--- src/rtl/inst_queue_pkg.sv ---
// Shared fetch/decode definitions: the queue entry layout and the opcode and
// function codes that identify control-transfer instructions.
package inst_queue_pkg;

  localparam logic [31:0] NOP_INS = 32'h0000_0000;

  localparam logic [5:0] OP_SPECIAL = 6'b000000;
  localparam logic [5:0] OP_REGIMM  = 6'b000001;
  localparam logic [5:0] OP_J       = 6'b000010;
  localparam logic [5:0] OP_JAL     = 6'b000011;
  localparam logic [5:0] OP_BEQ     = 6'b000100;
  localparam logic [5:0] OP_BNE     = 6'b000101;
  localparam logic [5:0] OP_BLEZ    = 6'b000110;
  localparam logic [5:0] OP_BGTZ    = 6'b000111;

  localparam logic [5:0] FN_JR      = 6'b001000;
  localparam logic [5:0] FN_JALR    = 6'b001001;

  typedef struct packed {
    logic [31:0] pc;
    logic [31:0] ins;
    logic        adel;
  } if_entry_t;

endpackage

--- src/rtl/inst_queue_if.sv ---
// Fetch-to-decode channel of the instruction queue. The master side is the
// surrounding pipeline (fetch pushes, decode pops); the slave side is the queue.
interface inst_queue_if #(
  parameter int DEPTH = 4
) ();

  localparam int CNT_W = $clog2(DEPTH) + 1;

  logic             in_valid;
  logic             in_ready;
  logic [31:0]      in_pc;
  logic [31:0]      in_ins;
  logic             in_adel;

  logic             out_valid;
  logic             out_ready;
  logic [31:0]      out_pc;
  logic [31:0]      out_ins;
  logic             out_adel;
  logic             out_bd;
  logic [CNT_W-1:0] count;

  modport master (
    output in_valid, in_pc, in_ins, in_adel, out_ready,
    input  in_ready, out_valid, out_pc, out_ins, out_adel, out_bd, count
  );

  modport slave (
    input  in_valid, in_pc, in_ins, in_adel, out_ready,
    output in_ready, out_valid, out_pc, out_ins, out_adel, out_bd, count
  );

endinterface

--- src/rtl/inst_queue_branch_classify.sv ---
// Flags jumps and branches, i.e. instructions whose successor sits in a
// branch delay slot. Takes only the opcode and function fields it needs.
module inst_queue_branch_classify
  import inst_queue_pkg::*;
(
  input  logic [5:0] op,
  input  logic [5:0] func,
  output logic       is_branch
);

  // Opcode decode; SPECIAL only counts for the register jumps
  always_comb begin
    is_branch = 1'b0;
    case (op)
      OP_REGIMM, OP_J, OP_JAL, OP_BEQ, OP_BNE, OP_BLEZ, OP_BGTZ:
        is_branch = 1'b1;
      OP_SPECIAL:
        is_branch = (func == FN_JR) || (func == FN_JALR);
      default:
        is_branch = 1'b0;
    endcase
  end

endmodule

--- src/rtl/inst_queue.sv ---
// Instruction queue between fetch and decode. Circular buffer of
// {pc, ins, adel} with a registered occupancy count, no fall-through path,
// and delay-slot tagging based on the last instruction handed to decode.
module inst_queue
  import inst_queue_pkg::*;
#(
  parameter  int DEPTH = 4,
  localparam int PTR_W = $clog2(DEPTH)
) (
  input  logic         clk,
  input  logic         resetn,
  input  logic         flush,
  inst_queue_if.slave  q
);

  localparam logic [PTR_W:0]   CNT_FULL = (PTR_W + 1)'(DEPTH);
  localparam logic [PTR_W:0]   CNT_ONE  = (PTR_W + 1)'(1);
  localparam logic [PTR_W-1:0] PTR_ONE  = PTR_W'(1);

  if_entry_t        mem [DEPTH];
  if_entry_t        head;
  if_entry_t        wentry;
  logic [PTR_W-1:0] wp;
  logic [PTR_W-1:0] rp;
  logic [PTR_W:0]   cnt;
  logic             last_br;
  logic             head_br;
  logic             push;
  logic             pop;

  // Handshake decisions use registered occupancy only, so in_ready never
  // depends on out_ready and a full queue cannot accept on a popping cycle.
  assign q.in_ready  = (cnt != CNT_FULL);
  assign q.out_valid = (cnt != '0);
  assign push        = q.in_valid && q.in_ready;
  assign pop         = q.out_valid && q.out_ready;
  assign q.count     = cnt;

  assign wentry = '{pc: q.in_pc, ins: q.in_ins, adel: q.in_adel};
  assign head   = mem[rp];

  // Head presentation; an empty queue shows a NOP so decode sees nothing stale
  assign q.out_pc   = q.out_valid ? head.pc  : 32'h0;
  assign q.out_ins  = q.out_valid ? head.ins : NOP_INS;
  assign q.out_adel = q.out_valid && head.adel;
  assign q.out_bd   = q.out_valid && last_br;

  inst_queue_branch_classify u_classify (
    .op        (q.out_ins[31:26]),
    .func      (q.out_ins[5:0]),
    .is_branch (head_br)
  );

  // Control state: pointers, occupancy and delay-slot flag; flush outranks push/pop
  always_ff @(posedge clk or negedge resetn) begin
    if (!resetn) begin
      wp      <= '0;
      rp      <= '0;
      cnt     <= '0;
      last_br <= 1'b0;
    end else if (flush) begin
      wp      <= '0;
      rp      <= '0;
      cnt     <= '0;
      last_br <= 1'b0;
    end else begin
      if (push) begin
        wp <= wp + PTR_ONE;
      end
      if (pop) begin
        rp      <= rp + PTR_ONE;
        last_br <= head_br;
      end
      case ({push, pop})
        2'b10:   cnt <= cnt + CNT_ONE;
        2'b01:   cnt <= cnt - CNT_ONE;
        default: cnt <= cnt;
      endcase
    end
  end

  // Entry storage; contents are don't-care after reset, so no reset here
  always_ff @(posedge clk) begin
    if (push && !flush) begin
      mem[wp] <= wentry;
    end
  end

endmodule

--- src/flat_wrapper.sv ---
// flat-port wrapper written by rule: the top's interface ports become plain ports
module inst_queue_flat import inst_queue_pkg::*;
#(
  parameter  int DEPTH = 4,
  localparam int PTR_W = $clog2(DEPTH)
)
  (clk, resetn, flush, q_in_valid, q_in_pc, q_in_ins, q_in_adel, q_out_ready, q_in_ready, q_out_valid, q_out_pc, q_out_ins, q_out_adel, q_out_bd, q_count);
  inst_queue_if #(.DEPTH(DEPTH)) q_i ();
  input  logic clk;
  input  logic resetn;
  input  logic flush;
  input wire logic [$bits(q_i.in_valid)-1:0] q_in_valid;
  input wire logic [$bits(q_i.in_pc)-1:0] q_in_pc;
  input wire logic [$bits(q_i.in_ins)-1:0] q_in_ins;
  input wire logic [$bits(q_i.in_adel)-1:0] q_in_adel;
  input wire logic [$bits(q_i.out_ready)-1:0] q_out_ready;
  output wire logic [$bits(q_i.in_ready)-1:0] q_in_ready;
  output wire logic [$bits(q_i.out_valid)-1:0] q_out_valid;
  output wire logic [$bits(q_i.out_pc)-1:0] q_out_pc;
  output wire logic [$bits(q_i.out_ins)-1:0] q_out_ins;
  output wire logic [$bits(q_i.out_adel)-1:0] q_out_adel;
  output wire logic [$bits(q_i.out_bd)-1:0] q_out_bd;
  output wire logic [$bits(q_i.count)-1:0] q_count;
  assign q_i.in_valid = q_in_valid;
  assign q_i.in_pc = q_in_pc;
  assign q_i.in_ins = q_in_ins;
  assign q_i.in_adel = q_in_adel;
  assign q_i.out_ready = q_out_ready;
  assign q_in_ready = q_i.in_ready;
  assign q_out_valid = q_i.out_valid;
  assign q_out_pc = q_i.out_pc;
  assign q_out_ins = q_i.out_ins;
  assign q_out_adel = q_i.out_adel;
  assign q_out_bd = q_i.out_bd;
  assign q_count = q_i.count;
  inst_queue #(.DEPTH(DEPTH)) u_core (.clk(clk), .resetn(resetn), .flush(flush), .q(q_i));
endmodule
--- config.mk ---
export PLATFORM = sky130hd
export DESIGN_NAME = inst_queue_flat
export DESIGN_NICKNAME = d
export VERILOG_FILES = /design/src/rtl/inst_queue_pkg.sv /design/src/rtl/inst_queue_if.sv /design/src/rtl/inst_queue_branch_classify.sv /design/src/rtl/inst_queue.sv /design/src/flat_wrapper.sv
export SDC_FILE = /design/constraint.sdc
export NUM_CORES = 1
export LEC_CHECK = 0
export CAP_MARGIN = 20
export CORE_MARGIN = 4
export CORE_UTILIZATION = 42
export DETAILED_ROUTE_END_ITERATION = 12
export HOLD_SLACK_MARGIN = 0.1
export SETUP_SLACK_MARGIN = 0.05
export SLEW_MARGIN = 20
export SYNTH_ARGS = -nofsm -noshare
export SYNTH_HDL_FRONTEND = slang
export SYNTH_SLANG_ARGS = --single-unit
--- constraint.sdc ---
create_clock -name clk -period 5.5 [get_ports clk]
set_input_delay 1.375 -clock clk [delete_from_list [all_inputs] [get_ports clk]]
set_output_delay 1.375 -clock clk [all_outputs]
set_load 0.02 [all_outputs]
# Word-level counts from Yosys, hierarchy flattened
# Memory sizes are Yosys's and may differ from the RTL's.
# Index checks and enable logic that the tools add are counted.
[totals]
register_bits = 8
elab_cells = 47
out_inout_bits = 71
input_bits = 70
ram_bits = 260
memories = 1
[op_classes]
n_addsub = 4
eq_ne = 12
n_mux = 13
reduce_logical = 13
[memory_table]
columns = ["memory", "words", "width", "rd", "rd_ports_with_merged_regs", "wr", "line", "source"]
rows = [
  ["u_core.mem", 4, 65, 1, 0, 1, "inst_queue.sv:20", "if_entry_t mem [DEPTH];"],
]
[op_table]
columns = ["op", "n"]
rows = [
  ["32-bit two-way mux", 2],
  ["6-bit by 3-bit == test with 1-bit output (second input constant)", 4],
  ["6-bit by 2-bit == test with 1-bit output (second input constant)", 2],
  ["6-bit by 4-bit == test with 1-bit output (second input constant)", 2],
  ["2-bit two-way mux", 4],
  ["7-bit OR reduction", 1],
  ["6-bit by 1-bit == test with 1-bit output (second input constant)", 1],
  ["6-bit logical NOT", 1],
  ["3-bit one-hot mux with 2 select lines", 1],
  ["3-bit nonzero test", 2],
  ["1-bit logical AND", 5],
  ["2-bit by 1-bit adder with 2-bit output (second input constant)", 2],
  ["1-bit two-way mux", 4],
  ["2-bit nonzero test", 2],
  ["3-bit by 1-bit adder with 3-bit output (second input constant)", 1],
  ["3-bit two-way mux", 1],
  ["3-bit inequality test (second input constant)", 1],
  ["3-bit by 1-bit subtractor with 3-bit output (second input constant)", 1],
  ["2-bit by 1-bit == test with 1-bit output (second input constant)", 1],
  ["2-bit == test (second input constant)", 1],
  ["1-bit one-hot mux with 2 select lines", 1],
  ["1-bit logical NOT", 1],
  ["1-bit logical OR", 1],
]

# Logic depth before layout (Yosys ltp)
# Gate-level depths: netlist (run 1).
[logic_depth]
depth_word = 7
ltp_mapped = 7
depth_no_buf = 6

# Cells and area by module
# A second synthesis (run 1) with hierarchy kept.
[hier_totals]
cells_unflattened = 487
hier_area_um2 = 10498.8
[modules_own_cells]
columns = ["module", "n_inst", "area_each_um2", "seq_area_each_um2", "cells_each"]
rows = [
  ["inst_queue", 1, 10466.3, 8007.7, 483],
  ["inst_queue_branch_classify", 1, 32.5, 0.0, 4],
]

# Worst setup path before layout (run 1)
# Ideal clock, no wire load.
[synth_timing]
path_kind = "input-to-reg"
from = "input flush"
to = "memory u_core.mem[0][0] (netlist name), enable pin"
setup_slack_ns = 1.771
stages = 3
t_arrival_ns = 3.299
setup_time_ns = 0.430
cell_sequence = "clkbuf_1 -> nor2_1 -> and2_1"
[synth_via]
elab_chain_len = 4
[synth_lines]
columns = ["item", "line", "source"]
rows = [
  ["start: declaration", "flat_wrapper.sv:11", "input logic flush;"],
  ["1-bit logical NOT", "inst_queue.sv:84", "if (push && !flush) begin"],
  ["1-bit logical AND", "inst_queue.sv:84", ""],
  ["1-bit two-way mux", "inst_queue.sv:84", ""],
  ["1-bit two-way mux (implied by the code)", "inst_queue.sv:85", "mem[wp] <= wentry;"],
  ["end: declaration", "inst_queue.sv:20", ""],
]
# Every way passes these cells.

# Final worst setup path (run 1)
[layout_timing]
from = "register u_core.cnt[0] (netlist: u_core.q.count[0])"
to = "output q_out_pc[13]"
[layout_via]
elab_chain_len = 2
[layout_lines]
columns = ["item", "line", "source"]
rows = [
  ["start: declaration", "inst_queue.sv:25", "logic [PTR_W:0] cnt;"],
  ["start signal: assignment", "inst_queue.sv:75", "2'b10: cnt <= cnt + CNT_ONE;"],
  ["start signal: assignment", "inst_queue.sv:76", "2'b01: cnt <= cnt - CNT_ONE;"],
  ["start signal: assignment", "inst_queue.sv:77", "default: cnt <= cnt;"],
  ["3-bit nonzero test", "inst_queue.sv:34", "assign q.out_valid = (cnt != '0);"],
  ["32-bit two-way mux", "inst_queue.sv:43", "assign q.out_pc = q.out_valid ? head.pc : 32'h0;"],
  ["end: declaration", "flat_wrapper.sv:19", "output wire logic [$bits(q_i.out_pc)-1:0] q_out_pc;"],
]
# Every way passes these cells.

==> run_results.csv, run 1 <==
group,metric,value,unit
status,status,"complete, no violations",
hold_path,hold_end,"u_core.wp[1]",
power,clkPwrFrac,0.299,
sta,finalHoldViolations,0,
hold_path,min_path_type,"reg2reg",
place,hpwl,11210,µm
synthesis,synth-async-reset-ratio,0.02985,
clock_tree,cts-root-buf,"clkbuf_16",
synthesis,synthesis.nets,554,
route,firstDrtPassIters,4,
route,num_vias,4933,
finish,filler_cell_count,1918,
sta,clock_skew,0.01279,ns
worst_setup_path,reg2reg_to,"u_core.last_br",
worst_setup_path,critPathKind,"reg2out",
power,switchingPower,1.666,mW
sta,slew-limit-headroom,0.2581,
place,portBuffers,140,
floorplanning,die_area,27250,µm²
sta,finalSetupViolCount,0,
floorplanning,die_w,165.1,µm
power,switching_share,0.2800,
worst_setup_path,start_kind,"register",
power,total_leakage_power,4.080,nW
route,vias_per_cell,5.091,
clock_tree,clk_latency,0.53,ns
floorplanning,io_pins,141,
clock_tree,clkSlewWorstSetupHoldPaths,0.06,ns
route,finalWirelength,20090,µm
finish,num-nets-final,700,
power,p_seq_frac,0.420,
route,drc_errors,0,
grt,grt_pass1_wl,31180,µm
synthesis,ys_seq_elements,268,
hold_path,worstHoldStart,"u_core.wp[1]",
run,maxCapViolCount,0,
clock_tree,cts_tree,"done",
sta,fin_hold_ws,0.6136,ns
clock_tree,hold_buffers,0,
finish,drive_above_1_share,0.1721,
worst_setup_path,regToRegSetupSlack,2.94,ns
synthesis,yosysTopAreaCellShare,0.7534,
clock_tree,h-tree-depth,1,
route,wl_per_cell,20.73,µm
worst_setup_path,reg2reg_from,"u_core.q.count[0]",
worst_setup_path,cp_data_arrival_time,3.34,ns
sta,period_share,0.8566,
clock_tree,cts_resized,0,
power,pwr-share-comb,0.281,
sta,rsz0062_at_grt,"no",
route,antenna_left,0,
grt,grt_max_degree,71,
finish,syn_to_final_growth,24.94,%
finish,antenna_cells,0,
floorplanning,die_height,165.1,µm
sta,fin_tns_setup,0,ns
finish,fin_util,0.5324,
floorplanning,initial_utilization,0.4261,
floorplanning,row_count,57,
sta,slew_viol_final,0,
power,peakVddDrop,0.2658,mV
worst_setup_path,r2r_cells,5,
place,gp_congestion,0.7164,
finish,layout_common_cells,"edfxtp_1 (260), clkdlybuf4s50_1 (140), and2_1 (64)",
clock_tree,post_cts_buffers,0,
synthesis,synth.top_cells.by_area,"edfxtp_1 (75%), mux4_2 (14%), and2_1 (4.1%)",
grt,antenna_found_initial,0,
route,initialDrtViolationCount,248,
synthesis,ys_seq_area_frac,0.7727,
power,finalPower,5.950,mW
worst_setup_path,cp-end-kind,"primary output",
synthesis,synth_cell_types,32,
clock_tree,cts_buffers,28,
clock_tree,clk_path_buf_depth,3,
synthesis,syn_area,10360,µm²
synthesis,synth_area_leader_cell,"edfxtp_1",
worst_setup_path,critPathRequiredTime,4.12,ns
worst_setup_path,cp_max_fo,65,
power,p_int,4.284,mW
hold_path,whs_path_depth,2,
synthesis,syn_avg_cell_area,21.64,µm²
sta,worst_slew_pin_slew,1.113,ns
power,p_per_area,459.5,nW/µm²
synthesis,synthFlopType,"edfxtp_1",
synthesis,synthCells,479,
finish,final_common_cell,"edfxtp_1",
sta,fin_crit,4.712,ns
grt,grt.total_usage,0.1497,
clock_tree,cts.sinks,268,
grt,first_global_vias,5440,
floorplanning,core_region_area,24320,µm²
synthesis,synth_edf_count,260,
sta,fmax,212.2,MHz
grt,gr-total-overflow,0,
synthesis,yosys_warnings,0,
==> area by class of cell <==
class | count | area, µm² | area share
Sequential cell | 268 | 8015 | 0.6190
Clock inverter | 11 | 105.1 | 0.008117
Inverter | 5 | 20.02 | 0.001546
Tap cell | 324 | 405.4 | 0.03131
Multi-Input combinational cell | 181 | 2218 | 0.1713
Clock buffer | 39 | 763.2 | 0.05894
Timing Repair Buffer | 141 | 1421 | 0.1098
==> layer usage <==
metal  wire length [µm]  share of wire  vias up  global-route usage
li1                   -              -     2231                   -
met1               8051           0.40     2547              0.1949
met3               1073          0.053       26             0.02829
met2              10640           0.53      129              0.2628
met4                324          0.016        0             0.03440
met5                  0              0        -                   0
==> critical path, stage by stage, from the launching register on <==
cell             delay (ns)
dfrtp_1                0.47
nor3_1                 0.48
clkinv_2               0.82
and2_1                 0.45
clkdlybuf4s50_1        0.56
==> per-stage QoR <==
step / setup slack [ns] / area (µm²) / instances
floorplan: 1.771 / 10360 / 479
global placement: 1.398 / 12080 / 919
detailed placement: 1.410 / 12080 / 919
CTS: 0.8320 / 12950 / 969
global route: 0.4910 / 12950 / 969
finish: 0.7885 / 12950 / 969
==> worst max path at each step <==
stage / from / end / slack [ns] / cells after the start
floorplan: flush / u_core.mem[0][0] / 1.77 / 3
finish: u_core.q.count[0] / q_out_pc[13] / 0.79 / 4
global route: u_core.q.count[0] / q_out_bd / 0.49 / 4
CTS: u_core.rp[0] / q_out_pc[17] / 0.83 / 4
global placement: u_core.rp[0] / q_out_ins[29] / 1.40 / 4
detailed placement: u_core.rp[0] / q_out_ins[17] / 1.41 / 4
==> sequential cells by signal (all words and copies together) (netlist names) <==
register and flops:
u_core.last_br 1, u_core.wp 2, u_core.mem 260, u_core.q.count 3, u_core.rp 2
==> kinds of logic (layout without fill, tap and decap cells) <==
| kind of cell | after synthesis | after routing | synth area share |
|---|---|---|---|
| multiplexers | 65 | 65 | 0.1388 |
| buffers and inverters | 30 | 196 | 0.01425 |
| AND/OR/NAND/NOR | 93 | 93 | 0.05457 |
| AO/OA/AOI/OAI | 15 | 15 | 0.01038 |
| adder cells (fa/ha/maj) | 5 | 5 | 0.006761 |
| XOR/XNOR | 3 | 3 | 0.002536 |
| flip-flops | 268 | 268 | 0.7727 |
==> power by group through the flow <==
stage	registers, mW	clock network (mW)	logic (mW)
after CTS	2.51	1.82	1.72
after detailed placement	2.55	0	1.71
after floorplan	2.44	0	1.06
after global routing	2.53	1.91	1.79
after global placement	2.55	0	1.70
final	2.50	1.78	1.67
==> cell usage after synthesis, drive strengths merged, types with 2 or more instances <==
master,instances
a211o,2
and2,68
a211oi,3
nand2,4
mux2i,2
nor3,5
o21ai,2
clkbuf,12
or3b,2
nor2b,2
ha,4
inv,5
dfrtp,8
nor2,6
a21oi,4
nor3b,2
mux4,63
xnor2,2
buf,13
edfxtp,260
(Power assumes the default switching activity.)
==> run 2: changes to the inputs <==
--- a/config.mk
+++ b/config.mk
@@ -8,6 +8,7 @@
 export CAP_MARGIN = 20
 export CORE_MARGIN = 4
 export CORE_UTILIZATION = 42
+export CTS_CLUSTER_SIZE = 25
 export DETAILED_ROUTE_END_ITERATION = 12
 export HOLD_SLACK_MARGIN = 0.1
 export SETUP_SLACK_MARGIN = 0.05
==> results of run 2 <==
No change in the layout: final DEF, timing and power equal those of run 1.
